--- config.mk ---
export PLATFORM = sky130hd
export DESIGN_NAME = stream_rr_arbiter
export DESIGN_NICKNAME = d
export VERILOG_FILES = /design/src/rtl/stream_arb_pkg.sv /design/src/rtl/rr_grant_mask.sv /design/src/rtl/stream_rr_arbiter.sv
export SDC_FILE = /design/constraint.sdc
export NUM_CORES = 1
export LEC_CHECK = 0
export CAP_MARGIN = 10
export CORE_MARGIN = 2
export CORE_UTILIZATION = 40
export CTS_BUF_LIST = sky130_fd_sc_hd__clkbuf_4
export DETAILED_ROUTE_END_ITERATION = 10
export PLACE_DENSITY = 0.74
export SLEW_MARGIN = 25
export SYNTH_ARGS = -nofsm -noshare
export SYNTH_HDL_FRONTEND = slang
export SYNTH_HIERARCHICAL = 1
export SYNTH_SLANG_ARGS = --single-unit
--- constraint.sdc ---
create_clock -name clk -period 6.2 [get_ports clk]
set_input_delay 0.93 -clock clk [delete_from_list [all_inputs] [get_ports clk]]
set_output_delay 0.93 -clock clk [all_outputs]
set_load 0.005 [all_outputs]
--- src/rtl/stream_arb_pkg.sv ---
// Shared defaults and helpers for the round-robin stream arbiter.
// Packet locking is enabled in the arbiter by defining STREAM_ARB_PKT_LOCK_EN.
package stream_arb_pkg;

   localparam int unsigned NUM_REQ_DEF    = 4;
   localparam int unsigned DATA_WIDTH_DEF = 8;
   localparam int unsigned ID_WIDTH_DEF   = (NUM_REQ_DEF > 1) ? $clog2(NUM_REQ_DEF) : 1;

   typedef logic [ID_WIDTH_DEF-1:0] id_t;

   // Requester index after id, wrapping back to 0 past the last requester
   function automatic int unsigned next_ptr(input int unsigned id,
                                            input int unsigned num_req = NUM_REQ_DEF);
      return (id >= num_req - 1) ? 0 : id + 1;
   endfunction

endpackage

--- src/rtl/rr_grant_mask.sv ---
// Combinational round-robin pick: first asserted req at or above ptr, wrapping.
// Produces a one-hot grant and the matching index; reusable by other arbiters.
module rr_grant_mask #(
   parameter int unsigned N  = 4,
   parameter int unsigned IW = 2
) (
   input  logic [N-1:0]  req,
   input  logic [IW-1:0] ptr,
   output logic [N-1:0]  grant,
   output logic [IW-1:0] grant_idx
);

   logic [IW-1:0] idx;
   logic          found;

   always_comb begin
      grant     = '0;
      grant_idx = '0;
      found     = 1'b0;
      idx       = '0;
      for (int unsigned k = 0; k < N; k++) begin
         idx = IW'((32'(ptr) + k) % N);
         if (!found && req[idx]) begin
            found      = 1'b1;
            grant[idx] = 1'b1;
            grant_idx  = idx;
         end
      end
   end

endmodule

--- src/rtl/stream_rr_arbiter.sv ---
// Round-robin arbiter sharing one registered valid/ready stage among NUM_REQ streams.
// Define STREAM_ARB_PKT_LOCK_EN to add req_last/out_last and hold the grant for a whole packet.
module stream_rr_arbiter
   import stream_arb_pkg::*;
#(
   parameter  int unsigned NUM_REQ    = NUM_REQ_DEF,
   parameter  int unsigned DATA_WIDTH = DATA_WIDTH_DEF,
   localparam int unsigned ID_WIDTH   = (NUM_REQ > 1) ? $clog2(NUM_REQ) : 1
) (
   input  logic                          clk,
   input  logic                          rst_n,
   input  logic [NUM_REQ-1:0]            req_valid,
   output logic [NUM_REQ-1:0]            req_ready,
   input  logic [NUM_REQ*DATA_WIDTH-1:0] req_data,
`ifdef STREAM_ARB_PKT_LOCK_EN
   input  logic [NUM_REQ-1:0]            req_last,
   output logic                          out_last,
`endif
   output logic                          out_valid,
   input  logic                          out_ready,
   output logic [DATA_WIDTH-1:0]         out_data,
   output logic [ID_WIDTH-1:0]           out_id
);

   logic [ID_WIDTH-1:0]   ptr;
   logic [ID_WIDTH-1:0]   rr_idx;
   logic [ID_WIDTH-1:0]   g_idx;
   logic [NUM_REQ-1:0]    rr_grant;
   logic [NUM_REQ-1:0]    grant;
   logic [DATA_WIDTH-1:0] sel_data;
   logic                  load;
   logic                  accept;

   rr_grant_mask #(
      .N  (NUM_REQ),
      .IW (ID_WIDTH)
   ) u_grant (
      .req       (req_valid),
      .ptr       (ptr),
      .grant     (rr_grant),
      .grant_idx (rr_idx)
   );

`ifdef STREAM_ARB_PKT_LOCK_EN
   logic                lock;
   logic [ID_WIDTH-1:0] lock_id;

   // Mid-packet the grant stays on the owning requester, even while it is idle
   always_comb begin
      grant = rr_grant;
      g_idx = rr_idx;
      if (lock) begin
         grant          = '0;
         grant[lock_id] = 1'b1;
         g_idx          = lock_id;
      end
   end
`else
   assign grant = rr_grant;
   assign g_idx = rr_idx;
`endif

   assign load      = ~out_valid | out_ready;
   assign req_ready = grant & {NUM_REQ{rst_n & load}};
   assign accept    = |(req_valid & req_ready);
   assign sel_data  = req_data[32'(g_idx)*DATA_WIDTH +: DATA_WIDTH];

   // Output register plus priority/lock state; priority only moves on an accept
   always_ff @(posedge clk or negedge rst_n) begin
      if (!rst_n) begin
         out_valid <= 1'b0;
         out_data  <= '0;
         out_id    <= '0;
         ptr       <= '0;
`ifdef STREAM_ARB_PKT_LOCK_EN
         out_last  <= 1'b0;
         lock      <= 1'b0;
         lock_id   <= '0;
`endif
      end else if (accept) begin
         out_valid <= 1'b1;
         out_data  <= sel_data;
         out_id    <= g_idx;
`ifdef STREAM_ARB_PKT_LOCK_EN
         out_last  <= req_last[g_idx];
         lock      <= ~req_last[g_idx];
         lock_id   <= g_idx;
         if (req_last[g_idx]) begin
            ptr <= ID_WIDTH'(next_ptr(32'(g_idx), NUM_REQ));
         end
`else
         ptr       <= ID_WIDTH'(next_ptr(32'(g_idx), NUM_REQ));
`endif
      end else if (out_valid & out_ready) begin
         out_valid <= 1'b0;
      end
   end

endmodule

# Word-level counts from Yosys, hierarchy flattened

Index checks and enable logic that the tools add are counted.

Logic and storage cells: 69
Bits in registers: 13
Output and inout port bits: 15
Input bits: 39

Shifts and indexed selects: 1
$lt $le $gt $ge: 9
$add $sub $neg: 4
Mux-type cells: 30
Reductions and logical operators: 12
Bitwise logic cells: 9

Operator list:

| operator              | number |
|---|---|
| $shiftx A32 B6 Y8     | 1 |
| $mux W4               | 4 |
| $mux W1               | 13 |
| $lt A2 B3 Y1 const B  | 4 |
| $or A4 B4 Y4          | 3 |
| $mux W2               | 5 |
| $and A4 B4 Y4         | 2 |
| $bmux W1 S2           | 4 |
| $demux W1 S2          | 4 |
| $ge A2 B1 Y1 const B  | 4 |
| $logic_and A1 B1 Y1   | 7 |
| $add A2 B1 Y2 const B | 2 |
| $add A2 B2 Y2 const B | 2 |
| $reduce_or A4 Y1      | 1 |
| $logic_not A1 Y1      | 3 |
| $and A1 B1 Y1         | 2 |
| $ge A2 B2 Y1 const B  | 1 |
| $reduce_bool A2 Y1    | 1 |
| $not A1 Y1            | 1 |
| $or A1 B1 Y1          | 1 |

# Logic depth before layout (Yosys ltp)

Gate-level depths: netlist (run 1).

Word-level depth: 16
Depth in mapped cells: 12
Mapped depth without buffers: 9

# Modules after synthesis

The synthesis (run 1) kept the hierarchy.

Modules (own cells, without submodules):

| module            | cells each | sequential area each (sq um) | instances | area an instance (sq um) |
|---|---|---|---|---|
| stream_rr_arbiter | 47         | 325.3                        | 1         | 752.0 |
| rr_grant_mask     | 65         | 0.0                          | 1         | 489.2 |

# Worst setup path before layout (run 1)

No wires, ideal clock.

Path kind: input to output
From: input port req_valid[0]
To: output port req_ready[1]
Slack: 2967 ps
Cell stages on the path: 6
Data arrival time: 2303 ps
Cells stage by stage: clkbuf_2 mux4_2 or2_4 nor2b_4 a221o_2 and3_1

Cells in the longest elaborated chain, start to end: 13
Elaborated cells between the ends (all ways): 25

RTL lines:

| item                          | line                    | source |
|---|---|---|
| start, declared               | stream_rr_arbiter.sv:12 | `input logic [NUM_REQ-1:0] req_valid,` |
| $bmux W1 S2                   | rr_grant_mask.sv:23     | `if (!found && req[idx]) begin` |
| $mux W1 (implied by the code) | rr_grant_mask.sv:23     |  |
| $mux W1                       | rr_grant_mask.sv:23     |  |
| $logic_not A1 Y1              | rr_grant_mask.sv:23     |  |
| $logic_and A1 B1 Y1           | rr_grant_mask.sv:23     |  |
| $mux W1                       | rr_grant_mask.sv:23     |  |
| $logic_not A1 Y1              | rr_grant_mask.sv:23     |  |
| $logic_and A1 B1 Y1           | rr_grant_mask.sv:23     |  |
| $mux W1                       | rr_grant_mask.sv:23     |  |
| $logic_not A1 Y1              | rr_grant_mask.sv:23     |  |
| $logic_and A1 B1 Y1           | rr_grant_mask.sv:23     |  |
| $mux W4 (*)                   | rr_grant_mask.sv:23     |  |
| net grant[1]                  | stream_rr_arbiter.sv:29 | `logic [NUM_REQ-1:0] grant;` |
| $and A4 B4 Y4 (*)             | stream_rr_arbiter.sv:64 | `assign req_ready = grant & {NUM_REQ{rst_n & load}};` |
| end, declared                 | stream_rr_arbiter.sv:13 | `output logic [NUM_REQ-1:0] req_ready,` |

Mark *: on every way through the listed nets, which the timed path passes. The rest lies on a longest branch. The select of a mux whose other input is x is not followed.

# Worst setup path after layout (run 1)

From: input port req_valid[3]
To: output port req_ready[2]

Same word-level chain as after synthesis.

==> results of run 1 <==
==> report_power, final <==
part | switching, W | internal, W
sequential | 0.0000504 | 0.000130
clock | 0.0000289 | 0.0000293
combinational | 0.000249 | 0.000364
total | 0.000328 | 0.000523
==> flip-flops by register name, summed over array words and instances, names as in the netlist <==
register / count
out_data: 8
out_valid: 1
ptr: 2
out_id: 2
==> cell type report <==
cell class	count	area, um2	share of cell area
tap	33	41.29	0.02317
multi-input combinational	86	843.3	0.4733
inverter	3	11.26	0.006320
clock buffer	4	30.03	0.01685
timing repair buffer	53	530.5	0.2978
sequential	13	325.3	0.1826
==> cell families (layout without fill, tap and decap cells) <==
family	count (synthesis)	in the layout	share of synthesized area
AOI/OAI and AO/OA	24	24	0.1472
muxes	25	25	0.3276
buffers and inverters	13	60	0.06350
adders and majority gates	6	6	0.06048
DFF	13	13	0.2621
and+or+nand+nor	31	31	0.1391
==> Yosys cell counts <==
library cell,n,share of area
o31a_1,1,0.0071
a22o_1,3,0.021
nor2b_4,1,0.011
a21oi_1,1,0.0040
and3_1,4,0.020
a32o_1,1,0.0081
o21bai_1,1,0.0061
clkbuf_2,3,0.012
a221o_2,4,0.036
a211oi_1,1,0.0061
and3b_1,2,0.014
dfrtp_1,13,0.26
inv_1,3,0.0091
mux2_4,1,0.012
or3_1,1,0.0050
nand2_1,11,0.033
or2_4,1,0.0071
nand2b_1,3,0.015
mux4_2,11,0.20
mux2_2,11,0.10
a31oi_1,2,0.010
ha_1,6,0.060
mux2i_1,2,0.016
buf_1,1,0.0030
o211ai_2,1,0.010
buf_2,3,0.012
nor3_1,1,0.0040
o21ai_0,8,0.032
nor3b_1,2,0.012
or2_2,1,0.0050
o31ai_1,1,0.0061
nor2_1,4,0.012
buf_6,3,0.027
==> layer usage <==
layer | track usage | up-vias | routed length [um] | part of all wire
li1 | - | 522 | - | -
met1 | 0.2091 | 534 | 1190 | 0.41
met2 | 0.3183 | 52 | 1456 | 0.50
met3 | 0.05844 | 0 | 245 | 0.085
met4 | 0.03810 | 0 | 0 | 0
met5 | 0 | - | 0 | 0
==> worst paths after layout <==
| path | startpoint | to | slack [ns] |
|---|---|---|---|
| max in group asynchronous | rst_n | ptr[0] | 4.65 |
| worst min-delay path | out_data[3] | out_data[3] | 0.51 |
| worst max-delay path | req_valid[3] | req_ready[2] | 1.86 |
| min in group asynchronous | rst_n | out_valid | 1.09 |
| worst min register to register | out_data[3] | out_data[3] | 0.51 |
| worst max register to register | ptr[0] | out_data[7] | 2.52 |
==> layout by cell type (no fill, tap or decap), drive strengths merged, types with 4 or more instances in the layout <==
cell type,synthesis,routed
nand2,11,11
mux2,12,12
nor2,4,4
and3,4,4
o21ai,8,8
dfrtp,13,13
a221o,4,4
clkdlybuf4s50,0,53
clkbuf,3,4
ha,6,6
mux4,11,11
==> per-stage QoR <==
step | hold WS [ns] | cells | worst slack, ns | util
after global placement | 0.4884 | 188 | 1.896 | 0.5813
after global routing | 0.5331 | 192 | 1.691 | 0.5933
after CTS | 0.5190 | 192 | 1.861 | 0.5913
after floorplan | 0.5041 | 112 | 2.967 | -
final | 0.5143 | 192 | 1.857 | 0.5933
after detailed placement | 0.4954 | 188 | 1.853 | 0.5813
==> impl_results.md, run 1 <==
- CTS Hold Bufs: 0
- Initial Util: 0.4133
- Grt ovf: 0
- CP top delay family: buffers and inverters
- Height of the die: 59.71 um
- Total detailed-routing wirelength: 2892 um
- Final setup vio count: 0
- Row count: 20
- Avg Vias per Cell: 5.771
- P_leak: 0.7177 nW
- DRT antenna net count: 0
- Layout cells sized above 1: 0.2264
- TritonCTS clock tree: built
- Gr usage total: 0.1791
- Chip Width: 59.71 um
- CTS buffer count: 3
- Critical-path cell list: clkdlybuf4s50_1 -> mux4_2 -> or2_4 -> nor2b_4 -> a221o_2 -> and3_1 -> clkdlybuf4s50_1
- Mean Syn Cell Area: 11.08 um2
- DR iter-0 viols: 58
- Post-route total power: 0.0008515 W
- Die ar.: 3565 um2
- Vias in the first global route: 1127
- Critical path depth in cells: 7
- Clock Sinks: 13
- Clock transition at the registers of the reported paths: 0.09 ns
- Worst-path fanout max: 12
- Relative slew slack: 0.5058
- RSZ-0062 raised after global routing: false
- Fin. max-slew vios: 0
- R2R cell count: 7
- Filler cell count in the final layout: 264
- Tcrit/Tclk final: 0.7004
- Diode count: 0
- Hold Path Depth: 1
- Area grow syn2layout: 43.55%
- Status: finished, final reports clean
- Worst-Margin Slew: 0.7390 ns
- Slowest CP cell: mux4_2
- Worst path max stage delay: 0.64 ns
- Vias: 1108
- Initial antenna violation count: 0
- Max_cap viols: 0
- Placed Area: 1745 um2
- Fin nets: 205
- WP data arrival: 3.41 ns
- Worst min path class: reg2reg
- DRC viols: 0
- Postcts setup bufs: 0
- DRT Pass-1 Iters: 4
- Post-route setup TNS: 0 ns
- Num ports: 54
- DR WL/cell: 15.06 um
- Synthesized flop and latch total: 13
- Startpoint types: primary input
- Sequential element share of the synthesized area: 0.2621
- Clock root buffer: clkbuf_4
- Cell count after synthesis: 112
- Final-report hold violation count: 0
- CP endpoint kind: primary output
- Minimum clock period after layout: 4.343 ns
- Gpl congestion: 0.8182
- Largest net degree at the start of global routing: 20
- Synth Warn #: 6
- H-tree depth reported by CTS: 1
- Synth unique cells: 33
- Mapped Nets: 157
- Crit path kind: in2out
- PD cells: 477.9 nW/um2
- CP bufs+invs: 2
- Hpwl dp: 2231 um
- Skew final: 0.004271 ns
- Post-route cell area: 1782 um2
- Clk_lat worst skew: 0.27 ns
- Core area: 3003 um2
- First-pass GRT wire length: 4892 um
- Synth Cell Area: 1241 um2
- Max Clock Freq: 230.3 MHz
- Clk buf depth: 2
- PostCTS Resize Cnt: 0
- Port bufs: 53
- Crit path top cell by count: clkdlybuf4s50_1
- Worst VDD drop: 0.1780 mV
- Critical path required time: 5.27 ns
(Power assumes the default switching activity.)
==> inputs of run 2 (changes only) <==
Settings changed: CORE_UTILIZATION 40 to 39, PLACE_DENSITY 0.74 to 0.75.
Clock period 6.2 ns to 3.6 ns, I/O delays scaled along.
==> run 2 against run 1 <==
Against the previous run:
- wire length grew 9.0%
- highest routed layer is now met4
- hold slack improved by 0.0044 ns
- critical path type unchanged
- flip-flop and latch count is the same
- cell count increased by 11%
- setup slack got worse by 1.8 ns
- count of clock-buffer cells in the layout down 1
- clock power is 48% higher
==> impl_results.md, run 2 (synthesis results as in run 1) <==
- Most flop-heavy register: out_data (unchanged)
- PD cells: 820.4 nW/um2 (was 477.9 nW/um2)
- Slowest CP cell: mux4_2 (unchanged)
- Filler cell count in the final layout: 238 (was 264)
- Clk_lat worst skew: 0.27 ns (about the same)
- Skew final: 0.002866 ns (was 0.004271 ns)
- Chip Width: 60.42 um (was 59.71 um)
- Minimum clock period after layout: 3.500 ns
- Worst min path class: reg2reg (unchanged)
- Num ports: 54 (unchanged)
- Crit path top cell by count: clkdlybuf4s50_1 (unchanged)
- P_leak: 0.7747 nW (was 0.7177 nW)
- Avg Vias per Cell: 5.612 (was 5.771)
- Status: finished, final reports clean (unchanged)
- Crit path kind: in2out (unchanged)
- Total detailed-routing wirelength: 3152 um (was 2892 um)
- Diode count: 0 (unchanged)
- CTS Hold Bufs: 0 (unchanged)
- Vias: 1201 (was 1108)
- Clock transition at the registers of the reported paths: 0.08 ns (was 0.09 ns)
- Gr usage total: 0.1887 (was 0.1791)
- Layout cells sized above 1: 0.2765 (was 0.2264)
- CTS buffer count: 3 (unchanged)
- Worst VDD drop: 0.3732 mV (was 0.1780 mV)
- Worst-path fanout max: 8 (was 12)
- Relative slew slack: 0.5911 (was 0.5058)
- Die ar.: 3650 um2 (was 3565 um2)
- DR WL/cell: 14.73 um (was 15.06 um)
- Startpoint types: primary input (unchanged)
- Most frequent cells in the layout: clkdlybuf4s50_1 (53), dfrtp_1 (13), mux4_2 (11), mux2_2 (11), nand2_1 (11) (unchanged)
- DR iter-0 viols: 63 (was 58)
- Tcrit/Tclk final: 0.9722
- Vias in the first global route: 1219 (was 1127)
- H-tree depth reported by CTS: 1 (unchanged)
- Clock Sinks: 13 (unchanged)
- Initial Util: 0.4099 (was 0.4133)
- Fin. max-slew vios: 0 (unchanged)
- Worst-Margin Slew: 0.6114 ns (was 0.7390 ns)
- Critical path required time: 3.06 ns (was 5.27 ns)
- Largest register FFs: 8 (unchanged)
- DRT Pass-1 Iters: 4 (unchanged)
- First-pass GRT wire length: 5244 um (was 4892 um)
- Fin nets: 216 (was 205)
- Grt ovf: 0 (unchanged)
- Clk buf depth: 2 (unchanged)
- Post-route total power: 0.001549 W (was 0.0008515 W)
- RSZ-0062 raised after global routing: false (unchanged)
- Area grow syn2layout: 52.12% (was 43.55%)
- Hpwl dp: 2528 um (was 2231 um)
- Max Clock Freq: 285.7 MHz
- WP data arrival: 2.96 ns (was 3.41 ns)
- Row count: 20 (unchanged)
- Final-report hold violation count: 0 (unchanged)
- Height of the die: 60.42 um (was 59.71 um)
- Commonest non-fill, non-tap cell in the layout: clkdlybuf4s50_1 (unchanged)
- Critical-path cell list: clkdlybuf4s50_1 -> mux4_2 -> or2_4 -> nor2b_4 -> a221o_2 -> and3_1 -> clkdlybuf4s50_1 (unchanged)
- Worst path max stage delay: 0.58 ns (was 0.64 ns)
- PostCTS Resize Cnt: 0 (unchanged)
- Largest net degree at the start of global routing: 19 (was 20)
- CP bufs+invs: 2 (unchanged)
- Core area: 3028 um2 (was 3003 um2)
- CP endpoint kind: primary output (unchanged)
- Post-route setup TNS: 0 ns (unchanged)
- Final setup vio count: 0 (unchanged)
- DRC viols: 0 (unchanged)
- CP top delay family: buffers and inverters (unchanged)
- Max_cap viols: 0 (unchanged)
- Initial antenna violation count: 0 (unchanged)
- DRT antenna net count: 0 (unchanged)
- TritonCTS clock tree: built (unchanged)
- Port bufs: 53 (unchanged)
- Clock root buffer: clkbuf_4 (unchanged)
- Gpl congestion: 0.8811 (was 0.8182)
- Postcts setup bufs: 0 (unchanged)
- Top flop regs: out_data (8), out_id (2), ptr (2) (unchanged)
-- run 2: changes by cell type in the layout (fill, tap and decap cells not counted) --
cell	delta
clkbuf_4	-1
clkinv_2	+1
buf_12	+1
buf_4	+10
-- run 2: final timing paths --
check	startpoint	to	slack [ns]	depth (start not counted)
setup reg to reg	ptr[0]	ptr[0]	0.71	10
setup / recovery	req_valid[1]	req_ready[3]	0.1	7
min in group asynchronous	rst_n	out_valid	0.77	2
hold / removal	out_data[3]	out_data[3]	0.52	1
hold reg to reg	out_data[3]	out_data[3]	0.52	1
max in group asynchronous	rst_n	ptr[1]	2.67	2
-- run 2: power breakdown --
group / total, W / switching (W) / internal (W) / leakage, nW
Combinational: 0.00120 / 0.000500 / 0.000699 / 0.602
Sequential: 0.000264 / 0.0000394 / 0.000225 / 0.155
Clock: 0.0000861 / 0.0000450 / 0.0000411 / 0.0177
-- run 2: area by class of cell --
type,instances,area [um2],share of cell area
multi-input cells,86,843.3,0.4467
repair buffers,64,625.6,0.3313
flip-flops and latches,13,325.3,0.1723
well taps,44,55.05,0.02916
clock buffers,3,22.52,0.01193
inverters,3,11.26,0.005964
clock inverters,1,5.005,0.002651
-- run 2: per-stage QoR --
step                      setup slack, ns  area (um2)  hold slack [ns]  utilization  instances
final                             0.09993        1888           0.5187       0.6236        214
after global routing             0.008182        1888           0.5353       0.6236        214
after CTS                          0.1062        1874           0.5250       0.6190        213
after detailed placement           0.1227        1847           0.4946       0.6099        209
after global placement             0.1519        1847           0.4889       0.6099        209
after floorplan                    0.5598        1241           0.2444            -        112
-- run 2: worst reg2reg max path, stage by stage, from the launching register on --
cell and delay (ns):
dfrtp_1 0.35, buf_4 0.23, mux4_2 0.58, buf_4 0.18, nand2_1 0.07, o21ai_0 0.07
a221o_2 0.31, a22o_1 0.22, o211ai_2 0.16, buf_4 0.23, mux2_2 0.36
-- run 2: routing by layer --
layer / vias to the layer above / share of wire / track usage
met5: - / 0 / 0
met4: 0 / 0.012 / 0.06211
met3: 6 / 0.084 / 0.05330
met2: 52 / 0.52 / 0.3401
met1: 600 / 0.39 / 0.2156
li1: 543 / - / -
